--- src/rtl/bin_from_bcd.sv ---
// Sequential BCD-to-binary converter: one multiply-by-10-and-add step per clock, MSD first.
// Optional HACK_RANGE_EN limits the result to 32767 (largest Hack A-instruction constant).
module bin_from_bcd #(
  parameter int unsigned NDIG = 4
) (
  input  logic              clk,
  input  logic              rst,
  input  logic              in_valid,
  output logic              in_ready,
  input  logic [4*NDIG-1:0] digits,
  output logic              out_valid,
  input  logic              out_ready,
  output logic [15:0]       num,
  output logic              err,
  output logic              ovf
);

  localparam int unsigned IdxW = (NDIG > 1) ? $clog2(NDIG) : 1;

  typedef enum logic [1:0] {StIdle, StConv, StDone} state_e;

  state_e            state_q, state_d;
  logic [16:0]       acc_q, acc_d;
  logic              err_q, err_d;
  logic              ovf_q, ovf_d;
  logic [IdxW-1:0]   idx_q, idx_d;
  logic [4*NDIG-1:0] dig_q, dig_d;

  logic [3:0]  nib;
  logic [19:0] prod;

  always_ff @(posedge clk or posedge rst) begin
    if (rst) begin
      state_q <= StIdle;
      acc_q   <= '0;
      err_q   <= 1'b0;
      ovf_q   <= 1'b0;
      idx_q   <= '0;
      dig_q   <= '0;
    end else begin
      state_q <= state_d;
      acc_q   <= acc_d;
      err_q   <= err_d;
      ovf_q   <= ovf_d;
      idx_q   <= idx_d;
      dig_q   <= dig_d;
    end
  end

  // Digits are shifted out of a private copy so the input bus may change after acceptance.
  assign nib  = dig_q[4*NDIG-1 -: 4];
  assign prod = 20'(acc_q) * 20'd10 + 20'(nib);

  always_comb begin
    state_d   = state_q;
    acc_d     = acc_q;
    err_d     = err_q;
    ovf_d     = ovf_q;
    idx_d     = idx_q;
    dig_d     = dig_q;
    in_ready  = 1'b0;
    out_valid = 1'b0;
    unique case (state_q)
      StIdle: begin
        in_ready = 1'b1;
        if (in_valid) begin
          dig_d   = digits;
          acc_d   = '0;
          err_d   = 1'b0;
          ovf_d   = 1'b0;
          idx_d   = IdxW'(NDIG - 1);
          state_d = StConv;
        end
      end
      StConv: begin
        if (nib > 4'd9) err_d = 1'b1;
        if (prod > 20'd65535) begin
          ovf_d = 1'b1;
          acc_d = 17'd65535;
        end else begin
          acc_d = prod[16:0];
        end
        dig_d = dig_q << 4;
        idx_d = idx_q - 1'b1;
        if (idx_q == '0) begin
          state_d = StDone;
`ifdef HACK_RANGE_EN
          if (acc_d > 17'd32767) ovf_d = 1'b1;
`endif
        end
      end
      StDone: begin
        out_valid = 1'b1;
        if (out_ready) state_d = StIdle;
      end
      default: state_d = StIdle;
    endcase
  end

  always_comb begin
    num = acc_q[15:0];
`ifdef HACK_RANGE_EN
    if (acc_q > 17'd32767) num = 16'd32767;
`endif
    if (err_q) num = '0;
  end

  assign err = err_q;
  assign ovf = ovf_q;

endmodule

--- config.mk ---
export PLATFORM = sky130hd
export DESIGN_NAME = bin_from_bcd
export DESIGN_NICKNAME = d
export VERILOG_FILES = /design/src/rtl/bin_from_bcd.sv
export SDC_FILE = /design/constraint.sdc
export NUM_CORES = 1
export LEC_CHECK = 0
export BUFFER_PORTS_ARGS = -buffer_cell sky130_fd_sc_hd__buf_2
export CORE_MARGIN = 8
export CORE_UTILIZATION = 64
export CTS_CLUSTER_DIAMETER = 120
export DETAILED_ROUTE_END_ITERATION = 10
export PLACE_DENSITY = 0.83
export SKIP_CTS_REPAIR_TIMING = 1
export SKIP_LAST_GASP = 1
export SLEW_MARGIN = 20
export SYNTH_ARGS = -nofsm -noshare
export SYNTH_HDL_FRONTEND = slang
export SYNTH_SLANG_ARGS = --single-unit
--- constraint.sdc ---
create_clock -name clk -period 10.4 [get_ports clk]
set_input_delay 1.04 -clock clk [delete_from_list [all_inputs] [get_ports clk]]
set_output_delay 1.04 -clock clk [all_outputs]
set_load 0.02 [all_outputs]
== Word level (Yosys, flattened, before mapping) ==
Cells that the tools add are included.

* Add/sub/neg operators: 2
* Multiply operators: 1
* Magnitude comparators: 2
* Equal/unequal tests: 7
* Multiplexer cells: 19
* Reduce and logical (&&, ||, !) cells: 7

{| class="wikitable"
|+ Operators by type and width
! operator !! count
|-
| 17-bit two-way mux || 2
|-
| 17-bit case mux with 2 select lines || 1
|-
| 16-bit two-way mux || 2
|-
| 16-bit case mux with 2 select lines || 1
|-
| 20-bit by 4-bit adder with 20-bit output || 1
|-
| 20-bit by 16-bit greater-than comparator with 1-bit output, second input constant || 1
|-
| 17-bit by 3-bit multiplier with 19-bit output, second input constant || 1
|-
| 2-bit != test, second input constant || 5
|-
| 3-bit AND reduction || 3
|-
| 2-bit two-way mux || 4
|-
| 2-bit case mux with 3 select lines || 1
|-
| 1-bit two-way mux || 5
|-
| 4-bit greater-than comparator, second input constant || 1
|-
| 2-bit logical NOT || 2
|-
| 1-bit case mux with 2 select lines || 2
|-
| 2-bit case mux with 2 select lines || 1
|-
| 2-bit by 1-bit == test with 1-bit output, second input constant || 1
|-
| 2-bit == test, second input constant || 1
|-
| 2-bit AND reduction || 1
|-
| 2-bit nonzero test || 1
|-
| 2-bit by 1-bit subtractor with 2-bit output, second input constant || 1
|}

* Bits in registers: 39
* Output and inout bits: 20
* Logic and storage cells: 44

== Depth between registers and ports, before layout ==
* Depth after elaboration: 5
* Mapped depth: 13

== Worst setup path after synthesis ==
Ideal clock, no wire load.

* Kind: flip-flop to flip-flop
* From: register acc_q[1]
* To: register acc_q[0]
* Data arrival time: 3.495 ns
* Data required time: 10.279 ns
* Path slack: 6.784 ns
* Stages on the path, launching flop included: 14
* Buffers on the path: 1
* Path through: dfrtp_1 > ha_1 > ha_1 > fa_1 > a211o_1 > a41o_4 > a31oi_1 > xnor2_1 > nand3_2 > a2111oi_4 > o211ai_2 > a22oi_4 > buf_6 > nand2_2

* Word-level cells in the longest chain between the ends: 5

{| class="wikitable"
|+ RTL lines
! what !! line !! text
|-
| from (decl) || 23 || <nowiki>logic [16:0] acc_q, acc_d;</nowiki>
|-
| from (signal assigned) || 35 || <nowiki>acc_q <= '0;</nowiki>
|-
| from (signal assigned) || 42 || <nowiki>acc_q <= acc_d;</nowiki>
|-
| 17-bit by 3-bit multiplier with 19-bit output || 52 || <nowiki>assign prod = 20'(acc_q) * 20'd10 + 20'(nib);</nowiki>
|-
| 20-bit by 4-bit adder with 20-bit output || 52 ||
|-
| 20-bit by 16-bit greater-than comparator with 1-bit output || 77 || <nowiki>if (prod > 20'd65535) begin</nowiki>
|-
| 17-bit two-way mux || 77 ||
|-
| 17-bit case mux with 2 select lines || 63 || <nowiki>unique case (state_q)</nowiki>
|}

No other way between the ends.
A chain may end at the register's enable or synchronous reset.

== Final worst setup path ==
* From: register acc_q[1]
* To: register acc_q[2]

* Word-level cells in the longest chain between the ends: 5

{| class="wikitable"
|+ RTL lines
! what !! line
|-
| 17-bit by 3-bit multiplier with 19-bit output * || 52
|-
| 20-bit by 4-bit adder with 20-bit output * || 52
|-
| 20-bit by 16-bit greater-than comparator with 1-bit output || 77
|-
| 17-bit two-way mux * || 77
|-
| 17-bit case mux with 2 select lines * || 63
|}

Every way passes the cells marked *; elsewhere a longest branch is shown, timed or not.

==> out/results.tsv <==
stage	metric	value	unit
logic_synthesis	Seq/Total Area, Yosys	29.6	%
run	MaxCap Viol Count	0	
critical_path	Worst EP required	10.53	ns
detailed_routing	total wire length	7240	um
clock_network	clock slew at reported path FFs	0.08	ns
place	DP HPWL	5460	um
critical_path	CP Capture Type	register	
detailed_routing	Initial DRT Pass Iterations	5	
detailed_routing	DRT iter0 DRCs	128	
status	run status	finished, final reports clean	
min_path	Hold Crit Endpoint	ovf$_DFFE_PP0P_	
floorplanning	Die X	87.7	um
global_routing	Overflow after GRT	0	
clock_network	H-tree levels	2	
finish	finished layout cell area	3590	um2
sta	hold_ws	0.492	ns
floorplanning	Die Span Y	87.7	um
critical_path	critical path class	reg2reg	
sta	Tcrit/Tclk final	40.5	%
logic_synthesis	cell count after synthesis	358	
logic_synthesis	Yosys cell types	63	
finish	Area Growth Syn to Fin	9.16	%
global_routing	GRT Util Overall	19.7	%
min_path	min-delay src	ovf$_DFFE_PP0P_	
sta	RSZ-0062 raised after global routing	no	
logic_synthesis	Post-Syn Area	3290	um2
global_routing	global-route wire length before repair	12300	um
critical_path	R2R Path End	acc_q[2]$_DFFE_PP0P_	
global_routing	initial antenna violation count	0	
clock_network	CTS tree	built	
critical_path	Worst EP arrival	4.34	ns
finish	fraction of layout cells with a size suffix above 1	20.4	%
sta	Setup Skew	0.00492	ns
min_path	worst hold path type	reg2reg	
place	GPL Wtd Cong	0.897	
place	port buffer count	39	
logic_synthesis	Synth Flop Type	dfrtp_1	
critical_path	CP startpoint kind	register	
critical_path	FF-to-FF Start	acc_q[1]$_DFFE_PP0P_	
sta	final hold violations	0	
finish	FILL cells	390	
sta	min cycle time layout	4.21	ns
detailed_routing	residual antenna-violating net count after detailed routing	0	
global_routing	number of global-route vias before repair	2612	
floorplanning	I/O Pins	40	
critical_path	Reg2Reg Depth	12	
clock_network	clock sinks	39	
clock_network	Worst-Skew Late Latency	0.29	ns
finish	ant diodes	0	
detailed_routing	vias	2693	
logic_synthesis	number of synthesized flops with an enable pin	0	
logic_synthesis	Syn Area/Cell	9.20	um2
sta	Rel. slew slack	49.6	%
min_path	hold path cells	2	
floorplanning	# rows	26	
sta	setup violators final	0	
logic_synthesis	synth warn	0	
global_routing	largest net degree at the start of global routing	44	
detailed_routing	via-per-instance ratio	5.89	
clock_network	root buf cell	clkbuf_8	
finish	most frequent cells in the layout	39 x nand2_1, 39 x dfrtp_1, 39 x buf_2, 34 x ha_1, 24 x nor2b_1	
clock_network	clk buf depth	2	
sta	FMAX	237	MHz
sta	max-slew violations	0	
place	placement-stage cell area	3510	um2
floorplanning	die footprint	7690	um2
detailed_routing	Post-route DRC	0	
logic_synthesis	Async SR Flop Fraction	100	%
logic_synthesis	#FFs+latches synth	39	
detailed_routing	wire length per cell	15.9	um
sta	Tightest Pin Transition	0.756	ns
critical_path	setup slack, reg-to-reg	6.19	ns
clock_network	number of buffers created by CTS	5	
finish	Nets	442	
critical_path	Max FO, Critical Path	17	
logic_synthesis	syn nets	414	
floorplanning	core area	5040	um2
sta	TNS Setup	0	ns
floorplanning	initial core utilization	65.3	%
==> layout make-up <==
type                            instances  area [um2]  share of cell area, %
Sequential cell                        39         976                   27.2
Tap cell                               70        87.6                   2.44
Inverter                                7        26.3                  0.731
Multi-Input combinational cell        291        2200                   61.2
Clock buffer                            6        72.6                   2.02
Timing Repair Buffer                   42         218                   6.06
Clock inverter                          2        12.5                  0.348
==> stage by stage <==
stage,std cells,setup WS [ns],utilization (%)
6_report,457,6.19,71.3
4_1_cts,457,6.20,71.3
3_5_place_dp,449,6.23,69.6
3_3_place_gp,449,6.38,69.6
5_1_grt,457,5.99,71.3
2_1_floorplan,358,6.78,-
==> worst max-delay path, stage by stage, from the launching register on <==
cell and delay [ns]:
dfrtp_1 0.42, ha_1 0.31, ha_1 0.24, fa_1 0.42, a211o_1 0.37, a41o_4 0.30, a31oi_1 0.28, xnor2_1 0.25
nand3_2 0.14, a2111oi_4 0.33, o211ai_2 0.17, a22oi_4 0.59, o211ai_1 0.21
==> cell families after synthesis <==
group | share of synthesized area [%]
xor gates and xnor gates | 6.12
buffers and inverters | 3.61
muxes | 3.65
adders and majority gates | 14.1
DFF | 29.6
and+or+nand+nor | 21.4
AOI/OAI and AO/OA | 21.4
==> routing by layer <==
layer / GRT usage (%) / routed length [um] / up-vias
li1: - / - / 1348
met1: 25.1 / 3240 / 1282
met2: 33.4 / 3570 / 53
met3: 3.47 / 348 / 10
met4: 5.00 / 82 / 0
met5: 0 / 0 / -
==> state kept, by name, summed over array words and instances (netlist names) <==
| name | count |
|---|---|
| acc_q | 17 |
| dig_q | 16 |
| ovf | 1 |
| idx_q | 2 |
| state_q | 2 |
| err | 1 |
==> how the worst max path moves through the flow <==
stage,startpoint,end,cells past startpoint
2_1_floorplan,acc_q[1]$_DFFE_PP0P_,acc_q[0]$_DFFE_PP0P_,13
3_3_place_gp,acc_q[1]$_DFFE_PP0P_,acc_q[2]$_DFFE_PP0P_,12
3_5_place_dp,acc_q[1]$_DFFE_PP0P_,acc_q[2]$_DFFE_PP0P_,12
4_1_cts,acc_q[1]$_DFFE_PP0P_,acc_q[2]$_DFFE_PP0P_,12
5_1_grt,acc_q[1]$_DFFE_PP0P_,acc_q[2]$_DFFE_PP0P_,12
6_report,acc_q[1]$_DFFE_PP0P_,acc_q[2]$_DFFE_PP0P_,12
==> cells in the mapped netlist, drive strengths merged (5+ instances only) <==
library cell  instances  share of area [%]
clkbuf               16                1.9
mux2i                12                3.6
buf                   5               0.91
o21ai                23                3.5
xnor2                13                3.5
a22oi                15                3.8
nand2                50                6.5
nor2                 16                1.8
nand3                 6                1.1
a21oi                13                2.0
nor2b                24                4.6
inv                   7               0.80
xor2                 10                2.7
ha                   34                 13
dfrtp                39                 30
a21o                  9                2.1
o211ai                5                1.3
nor3                  8                1.6
Power is left out: the tool's default activity adds up to more than one toggle a clock period on the data nets, which glitch-free logic cannot reach.
